**src/rtl/sobel_pkg.sv**
```systemverilog
// Shared types and defaults for the Sobel frame controller.
// FSM state encoding and default frame geometry / detector latency.
package sobel_pkg;

    typedef enum logic [1:0] {
        IDLE,
        PRIME,
        ACTIVE,
        DRAIN
    } state_t;

    localparam int DEF_WIDTH       = 640;
    localparam int DEF_HEIGHT      = 480;
    localparam int DEF_DET_LATENCY = 2;

endpackage

```
**src/rtl/sobel_valid_pipe.sv**
```systemverilog
// Delay line for the window valid/eol/eof tags, aligned to the detector.
// DEPTH register stages with synchronous clear; DEPTH=0 is a wire.
module sobel_valid_pipe #(
    parameter int DEPTH = 2,
    parameter int DW    = 3
) (
    input  logic          clk,
    input  logic          i_clr,
    input  logic [DW-1:0] i_d,
    output logic [DW-1:0] o_d
);

    generate
        if (DEPTH == 0) begin : g_wire
            assign o_d = i_d;
        end else begin : g_pipe
            logic [DW-1:0] r_sr [DEPTH];

            // shift tags one stage per cycle; clear drops everything in flight
            always_ff @(posedge clk) begin
                if (i_clr) begin
                    for (int i = 0; i < DEPTH; i++) r_sr[i] <= '0;
                end else begin
                    r_sr[0] <= i_d;
                    for (int i = 1; i < DEPTH; i++) r_sr[i] <= r_sr[i-1];
                end
            end

            assign o_d = r_sr[DEPTH-1];
        end
    endgenerate

endmodule

```
**src/rtl/sobel_frame_ctrl.sv**
```systemverilog
// Frame sequencing for a 3x3 Sobel edge pipeline: position tracking,
// window/result strobes, drain. Optional FRAME_STATS_EN adds frame_edges.
module sobel_frame_ctrl
    import sobel_pkg::*;
#(
    parameter int WIDTH       = DEF_WIDTH,
    parameter int HEIGHT      = DEF_HEIGHT,
    parameter int DET_LATENCY = DEF_DET_LATENCY
) (
    input  logic clk,
    input  logic rst,
    input  logic in_valid,
    input  logic in_sof,
    output logic in_ready,
    output logic lb_shift,
    output logic win_valid,
    input  logic edge_in,
    output logic out_valid,
    output logic out_edge,
    output logic out_eol,
    output logic out_eof,
    output logic busy,
    output logic done,
    output logic err_sof
`ifdef FRAME_STATS_EN
    ,
    output logic [$clog2(WIDTH*HEIGHT):0] frame_edges
`endif
);

    localparam int CW = $clog2(WIDTH);
    localparam int RW = $clog2(HEIGHT);
    localparam int DW = $clog2(DET_LATENCY + 2);
    localparam logic [CW-1:0] LAST_COL = CW'(WIDTH - 1);
    localparam logic [RW-1:0] LAST_ROW = RW'(HEIGHT - 1);
    localparam logic [DW-1:0] DRN_LAST = DW'(DET_LATENCY);

    state_t        r_state, w_nstate;
    logic [CW-1:0] r_col;
    logic [RW-1:0] r_row;
    logic [DW-1:0] r_drn;
    logic          r_win_valid, r_win_eol, r_win_eof, r_err_sof;
    logic          w_go, w_start, w_restart, w_adv;
    logic          w_at_origin, w_last, w_prime_end, w_interior;
    logic [2:0]    w_pipe;

    assign w_go        = in_valid & ~rst;
    assign w_at_origin = (r_col == '0) && (r_row == '0);
    assign w_last      = (r_col == LAST_COL) && (r_row == LAST_ROW);
    assign w_prime_end = (r_row == RW'(2)) && (r_col == CW'(1));
    assign w_interior  = (r_row >= RW'(2)) && (r_col >= CW'(2));

    // state register
    always_ff @(posedge clk) begin
        if (rst) r_state <= IDLE;
        else     r_state <= w_nstate;
    end

    // next state, handshake and frame-control strobes
    always_comb begin
        w_nstate  = r_state;
        in_ready  = 1'b0;
        lb_shift  = 1'b0;
        done      = 1'b0;
        w_start   = 1'b0;
        w_restart = 1'b0;
        w_adv     = 1'b0;
        unique case (r_state)
            IDLE: begin
                in_ready = ~rst;
                if (w_go && in_sof) begin
                    lb_shift = 1'b1;
                    w_start  = 1'b1;
                    w_nstate = PRIME;
                end
            end
            PRIME, ACTIVE: begin
                in_ready = ~rst;
                if (w_go) begin
                    lb_shift = 1'b1;
                    if (in_sof && !w_at_origin) begin
                        w_restart = 1'b1;
                        w_nstate  = PRIME;
                    end else begin
                        w_adv = 1'b1;
                        if (w_last)
                            w_nstate = DRAIN;
                        else if (r_state == PRIME && w_prime_end)
                            w_nstate = ACTIVE;
                    end
                end
            end
            DRAIN: begin
                if (r_drn == DRN_LAST) begin
                    done     = ~rst;
                    w_nstate = IDLE;
                end
            end
            default: w_nstate = IDLE;
        endcase
    end

    // pixel position; the pixel that starts a frame is (0,0)
    always_ff @(posedge clk) begin
        if (rst) begin
            r_col <= '0;
            r_row <= '0;
        end else if (w_start || w_restart) begin
            r_col <= CW'(1);
            r_row <= '0;
        end else if (w_adv) begin
            if (r_col == LAST_COL) begin
                r_col <= '0;
                r_row <= (r_row == LAST_ROW) ? '0 : r_row + 1'b1;
            end else begin
                r_col <= r_col + 1'b1;
            end
        end
    end

    // drain cycle counter, runs only while in DRAIN
    always_ff @(posedge clk) begin
        if (rst || r_state != DRAIN) r_drn <= '0;
        else                         r_drn <= r_drn + 1'b1;
    end

    // window strobe and tags, one cycle after the accept
    always_ff @(posedge clk) begin
        if (rst) begin
            r_win_valid <= 1'b0;
            r_win_eol   <= 1'b0;
            r_win_eof   <= 1'b0;
            r_err_sof   <= 1'b0;
        end else begin
            r_win_valid <= w_adv & w_interior;
            r_win_eol   <= w_adv & w_interior & (r_col == LAST_COL);
            r_win_eof   <= w_adv & w_interior & w_last;
            r_err_sof   <= w_restart;
        end
    end

    sobel_valid_pipe #(
        .DEPTH (DET_LATENCY),
        .DW    (3)
    ) u_pipe (
        .clk   (clk),
        .i_clr (rst),
        .i_d   ({r_win_valid, r_win_eol, r_win_eof}),
        .o_d   (w_pipe)
    );

    assign win_valid = r_win_valid;
    assign out_valid = w_pipe[2];
    assign out_eol   = w_pipe[1];
    assign out_eof   = w_pipe[0];
    assign out_edge  = out_valid & edge_in;
    assign busy      = (r_state != IDLE);
    assign err_sof   = r_err_sof;

`ifdef FRAME_STATS_EN
    logic [$clog2(WIDTH*HEIGHT):0] r_edge_cnt;

    // per-frame edge count, latched with the last result of the frame
    always_ff @(posedge clk) begin
        if (rst) begin
            r_edge_cnt  <= '0;
            frame_edges <= '0;
        end else begin
            if (w_start || w_restart)
                r_edge_cnt <= '0;
            else if (out_valid && edge_in)
                r_edge_cnt <= r_edge_cnt + 1'b1;
            if (out_valid && out_eof)
                frame_edges <= r_edge_cnt + {{$clog2(WIDTH*HEIGHT){1'b0}}, edge_in};
        end
    end
`endif

endmodule

```
**config.mk**
```make
export PLATFORM = sky130hd
export DESIGN_NAME = sobel_frame_ctrl
export DESIGN_NICKNAME = d
export VERILOG_FILES = /design/src/rtl/sobel_pkg.sv /design/src/rtl/sobel_valid_pipe.sv /design/src/rtl/sobel_frame_ctrl.sv
export SDC_FILE = /design/constraint.sdc
export NUM_CORES = 1
export LEC_CHECK = 0
export ABC_CLOCK_PERIOD_IN_PS = 3200
export CAP_MARGIN = 20
export CORE_UTILIZATION = 57
export DETAILED_ROUTE_END_ITERATION = 10
export PLACE_DENSITY = 0.79
export SLEW_MARGIN = 5
export SYNTH_ARGS = -nofsm -noshare
export SYNTH_HDL_FRONTEND = slang
export SYNTH_SLANG_ARGS = --single-unit
```
**constraint.sdc**
```tcl
create_clock -name clk -period 3.2 [get_ports clk]
set_clock_uncertainty 0.2 [all_clocks]
set_input_delay 0.32 -clock clk [delete_from_list [all_inputs] [get_ports clk]]
set_output_delay 0.32 -clock clk [all_outputs]
set_load 0.03 [all_outputs]
```
---- After elaboration in Yosys (flattened, before gate mapping) ----
Memory sizes are Yosys's and may differ from the RTL's.
Cells that the tools add are included.
operators by class
  multiplexer cells ....................... 29
  reductions and logical operators ........ 20
  divide/modulo/power cells ............... 0
  add/subtract/negate cells ............... 3
  shift operators ......................... 0
  $mul .................................... 0
  eq/ne operators ......................... 13
  $lt $le $gt $ge ......................... 2
  bitwise gates (word level) .............. 8
operators by type and width
  operator                                                                              count
  1-bit two-way mux                                                                     17
  2-bit two-way mux                                                                     6
  10-bit by 1-bit adder with 10-bit output, second input constant                       1
  10-bit by 1-bit equality test with 1-bit output, second input constant                1
  10-bit equality test, second input constant                                           1
  10-bit by 2-bit greater-or-equal comparator with 1-bit output, second input constant  1
  10-bit zero test                                                                      1
  10-bit two-way mux                                                                    1
  9-bit by 1-bit adder with 9-bit output, second input constant                         1
  9-bit by 2-bit equality test with 1-bit output, second input constant                 1
  9-bit equality test, second input constant                                            1
  9-bit by 2-bit greater-or-equal comparator with 1-bit output, second input constant   1
  9-bit zero test                                                                       1
  9-bit two-way mux                                                                     1
  2-bit inequality test, second input constant                                          4
  1-bit logical AND                                                                     7
  2-bit equality test, second input constant                                            3
  3-bit two-way mux                                                                     2
  2-bit case mux with 3 select lines                                                    1
  1-bit AND                                                                             5
  4-bit inequality test, second input constant                                          1
  4-bit AND reduction                                                                   1
  2-bit nonzero test                                                                    2
  2-bit OR reduction                                                                    2
  10 further kinds                                                                      12
storage, ports and cells
  latch bits .............................. 0
  register bits after elaboration ......... 27
  output and inout port bits .............. 10
  memories kept ........................... 1
  word-level logic and storage cells ...... 85
  memory bits (read-only) ................. 0
  bits in writable memories ............... 6
memories
  name                depth  width  rd ports  clocked after Yosys merged registers in  write ports  line                    source
  u_pipe.g_pipe.r_sr  2      3      2         0                                        2            sobel_valid_pipe.sv:17  logic [DW-1:0] r_sr [DEPTH];

---- Longest topological paths before layout ----
  word-level depth ........................ 9
  depth in mapped cells ................... 9
  mapped depth without buffers ............ 7

---- By module ----
From an unflattened synthesis, not the netlist that was laid out.
unflattened totals
  cell total of the unflattened synthesis .. 202
  area total of the unflattened synthesis .. 1755.4 µm²
modules (own cells, without submodules)
  module            cells an instance  seq. area each (µm²)  instances  area an instance (µm²)
  sobel_frame_ctrl  187                540.5                 1          1575.3
  sobel_valid_pipe  15                 120.1                 1          180.2

---- Worst setup path after synthesis ----
OpenSTA, ideal clock, no wires.
  path type ............................... register -> register
  from .................................... reg r_row[1]
  to ...................................... reg r_row[0]
  slack ................................... 0.926 ns
  clock period less this slack ............ 2.274 ns
  stages on the path, launching flop included .. 7
  data arrival time ....................... 1.935 ns
  path buffers ............................ 0
  data required time ...................... 2.860 ns
  cell sequence ........................... dfxtp_1 -> ha_1 -> nand4_1 -> or4b_1 -> or2_1 -> a21oi_1 -> a211oi_1
on the way
  cells in the longest elaborated chain, start to end .. 9
  elaborated cells on any way between the ends .. 15
  classes of those cells .................. 1 x eq/ne; 7 x mux; 7 x reduce/logical
RTL lines
  what                                 line                     source
  start: declaration                   sobel_frame_ctrl.sv:40   logic [RW-1:0] r_row;
  start signal: assignment             sobel_frame_ctrl.sv:114  r_row <= (r_row == LAST_ROW) ? '0 : r_row + 1'b1;
  9-bit zero test                      sobel_frame_ctrl.sv:48   assign w_at_origin = (r_col == '0) && (r_row == '0);
  1-bit logical AND                    sobel_frame_ctrl.sv:48
  1-bit zero test                      sobel_frame_ctrl.sv:81   if (in_sof && !w_at_origin) begin
  1-bit logical AND                    sobel_frame_ctrl.sv:81
  1-bit two-way mux                    sobel_frame_ctrl.sv:81
  1-bit two-way mux                    sobel_frame_ctrl.sv:79   if (w_go) begin
  1-bit two-way mux                    sobel_frame_ctrl.sv:68   unique case (r_state)
  1-bit logical OR                     sobel_frame_ctrl.sv:108  end else if (w_start || w_restart) begin
  2-bit OR reduction (no source line)  n/a
Parallel ways exist; a longest one is shown, timed or not.
A chain may end at the register's enable or synchronous reset.

---- Worst setup path after layout ----
  from .................................... in rst
  to ...................................... out lb_shift
on the way
  cells in the longest elaborated chain, start to end .. 5
  elaborated cells on any way between the ends .. 6
  classes of those cells .................. 3 x mux; 2 x bitwise; 1 x reduce/logical
RTL lines
  what                                    line                    source
  start: declaration                      sobel_frame_ctrl.sv:11  input logic rst,
  1-bit NOT (*)                           sobel_frame_ctrl.sv:47  assign w_go = in_valid & ~rst;
  1-bit AND (*)                           sobel_frame_ctrl.sv:47
  1-bit logical AND                       sobel_frame_ctrl.sv:71  if (w_go && in_sof) begin
  1-bit two-way mux                       sobel_frame_ctrl.sv:71
  1-bit case mux with 2 select lines (*)  sobel_frame_ctrl.sv:68
  end: declaration                        sobel_frame_ctrl.sv:15  output logic lb_shift,
Every way passes the cells marked *; elsewhere a longest branch is shown, timed or not.

==> summary.md <==
• **outcome** finished, violations left
• **failing checks** DRC
• **DR DRC count** 1
• **number of fill cells** 238
• **boundary pin count** 15
• **number of DRC markers after the initial detailed-route iteration** 73
• **initial standard-cell utilization of the core** 61.8%
• **post-synthesis sequential element count** 33
• **pre-CTS WS** 301 ps
• **Critical Path Source Type** input pin
• **slowest stage cell, crit path** clkdlybuf4s50_1
• **First-pass DRT Iterations** 7
• **Synthesized Nets** 217
• **worst setup path class** in2out
• **aggregate routed wire length** 3570 um
• **mux contribution to synthesized area** 1.14%
• **Cell Chain, Critical Path** clkdlybuf4s50_1 > inv_1 > nand4_1 > a21oi_1 > clkdlybuf4s50_1
• **final count of negative-setup-slack endpoints** 0
• **hold buffers post-CTS** 0
• **Root Driver** clkbuf_4
• **Maximum Capacitance Violations** 0
• **post-detailed-placement half-perimeter wirelength** 2610 um
• **Post-synth EDFFs** 0
• **placeable core region** 0.00285 mm2
• **Rel. slew slack** 52.4%
• **Leakage** 0.676 nW
• **fraction of registers with async set or reset after synthesis** 0%
• **Vias** 1,576
• **grt ovf** 0
• **initial antenna violation count** 0
• **CTS Sinks** 33
• **via density per instance** 6.38
• **pin count of the biggest net entering global routing** 36
• **cell type with the highest occurrence count on the critical path** clkdlybuf4s50_1
• **capturing element type of the critical path** primary output
• **maximum ir drop on the vdd rail** 380 uV
• **worst slew pin tran** 712 ps
• **Final Util** 68.2%
• **total inserted antenna cells** 0
• **number of buffer cells added on primary ports** 14
• **RSZ-0062 raised after global routing** no
• **final hold violation count** 0
• **synthesized area divided by synthesized cell count** 8.81 um2
• **Post-Synth Adder-Cell Area** 8.52%
• **post-route setup TNS** 0 ps
• **wire length per cell after detailed routing** 14.4 um
• **Max Slew Vio Count** 0
• **routability cong.** 0.854
• **maximum net fanout on the critical path** 11
• **number of global-route vias before repair** 1,440
• **Post-CTS Setup Inserts** 0
• **Overall Power** 901 uW
• **compound-cell area share of the yosys netlist** 19.6%
• **CTS tree** yes
• **number of distinct library cells after synthesis** 43
• **total routing usage reported by global routing** 24.2%
• **area overhead of the layout relative to synthesis** 10.4%
• **global-route wire length before repair** 6160 um
• **post-synthesis instance area** 0.00176 mm2
• **floorplan die area** 0.00332 mm2
• **gate count after technology mapping** 200
• **most frequent cell after synthesis** dfxtp_1
• **Min Clock Period, post-route** 2800 ps
• **max frequency** 357 MHz
• **dominant combinational cell family by area after synthesis** simple AND/OR/NAND/NOR gates
• **number of synthesis warnings** 0
• **post-synthesis sequential area ratio** 37.5%
• **nets@finish** 232
• **post-synth top area cell** dfxtp_1
• **setup slack of the critical path after layout** 402 ps
• **Synth top area share** 37.5%
• **Final ANT Viol Nets** 0
• **Post-Place Cells** 239
• **fraction of layout cells with a size suffix above 1** 6.48%
• **worst min path class** reg2reg
• **H-tree depth** 2
• **most frequent cells after synthesis** 33 x dfxtp_1, 15 x nand2_1, 13 x nand3_1
• **commonest register cell after synthesis** dfxtp_1
• **data arrival time of the critical path** 2280 ps
• **Die Span X** 57.6 um
• **post-route clock period utilization** 87.4%
• **Row Count** 19
• **XOR/XNOR Fraction of Synth Area** 0%
• **buffer levels on the longest clock path** 2
• **number of standard cells in the layout, taps in and fillers out** 247
• **clock insertion delay at the later pin of the skew report** 340 ps
• **Die Height** 57.6 um
• **CP Data Required Time** 2680 ps
• **clock buffer count from CTS** 5
• **clock-pin slew on the worst setup and hold paths** 110 ps
• **leading cell types by total area after synthesis** dfxtp_1 38%, ha_1 8.5%, a211oi_1 5.1%
• **ratio of total power to cell area** 463 mW/mm2
• **number of gates resized after CTS** 0
• **critical path's largest stage delay** 700 ps
• **share of synthesized cell area in and, or, nand and nor gates** 27.6%
-- area by class of cell --
cell class	instances	area, um2	share of cell area [%]
Inverter	11	41.3	2.12
Clock inverter	3	17.5	0.900
Tap cell	31	38.8	1.99
Multi-Input combinational cell	149	1000	51.5
Sequential cell	33	661	34.0
Timing Repair Buffer	15	148	7.59
Clock buffer	5	37.5	1.93
-- final timing paths --
path	startpoint	endpoint	slack, ps	depth (start not counted)
worst max register to register	r_row[1]	r_row[3]	480	6
worst max-delay path	rst	lb_shift	400	5
worst min-delay path	r_drn[0]	r_drn[0]	230	1
worst min register to register	r_drn[0]	r_drn[0]	230	1
-- metrics by stage --
| step | instance area (um2) | hold WS [ps] |
|---|---|---|
| after floorplan | 1760 | 191 |
| after global placement | 1890 | 198 |
| after detailed placement | 1890 | 213 |
| after CTS | 1950 | 229 |
| after global routing | 1950 | 240 |
| final | 1950 | 227 |
-- registers in the layout, summed over array words and instances (netlist names) --
signal              flops
err_sof                 1
r_row                   9
r_drn                   2
r_win_eof               1
win_valid               1
r_win_eol               1
r_state                 2
r_col                  10
u_pipe.g_pipe.r_sr      6
-- where the power goes --
group / total (mW) / switching, mW / leakage (nW) / internal, mW
sequential: 0.434 / 0.0118 / 0.266 / 0.423
combinational: 0.235 / 0.151 / 0.379 / 0.0840
clock: 0.233 / 0.150 / 0.0310 / 0.0827
total: 0.901 / 0.312 / 0.676 / 0.589
-- layer usage --
layer / GRT usage [%] / wire, um / up-vias
li1: - / - / 786
met1: 30.4 / 1690 / 753
met2: 39.5 / 1660 / 30
met3: 4.99 / 150 / 7
met4: 11.5 / 63 / 0
met5: 0 / 0 / -
-- cells by family after synthesis --
kind of cell,after synthesis
AND/OR/NAND/NOR,86
AO/OA/AOI/OAI,49
flip-flops,33
buffers and inverters,18
adder cells (fa/ha/maj),12
multiplexers,2
-- placed cells by master (no fill, tap or decap), types with 2 or more instances in the layout --
cell	synthesis	layout
clkinv_2	0	2
or4_1	10	10
o21ai_0	6	6
nand3_1	13	13
clkbuf_4	0	5
nor4_1	3	3
mux2i_1	2	2
ha_1	12	12
nand4_1	6	6
a21oi_1	9	9
nor3_1	4	4
dfxtp_1	33	33
nand2_1	15	15
nor2_1	12	12
a211oi_1	12	12
and2_1	2	2
or3_1	4	4
clkdlybuf4s50_1	0	14
o31ai_1	10	10
nor2b_1	6	6
inv_1	11	11
and3_1	3	3
-- critical path: cells and delay by family --
kind,cells,cell delay [ps]
compound gates,1,200
simple gates,1,180
buf+inv,3,1580
Power figures use the tool's default switching activity.
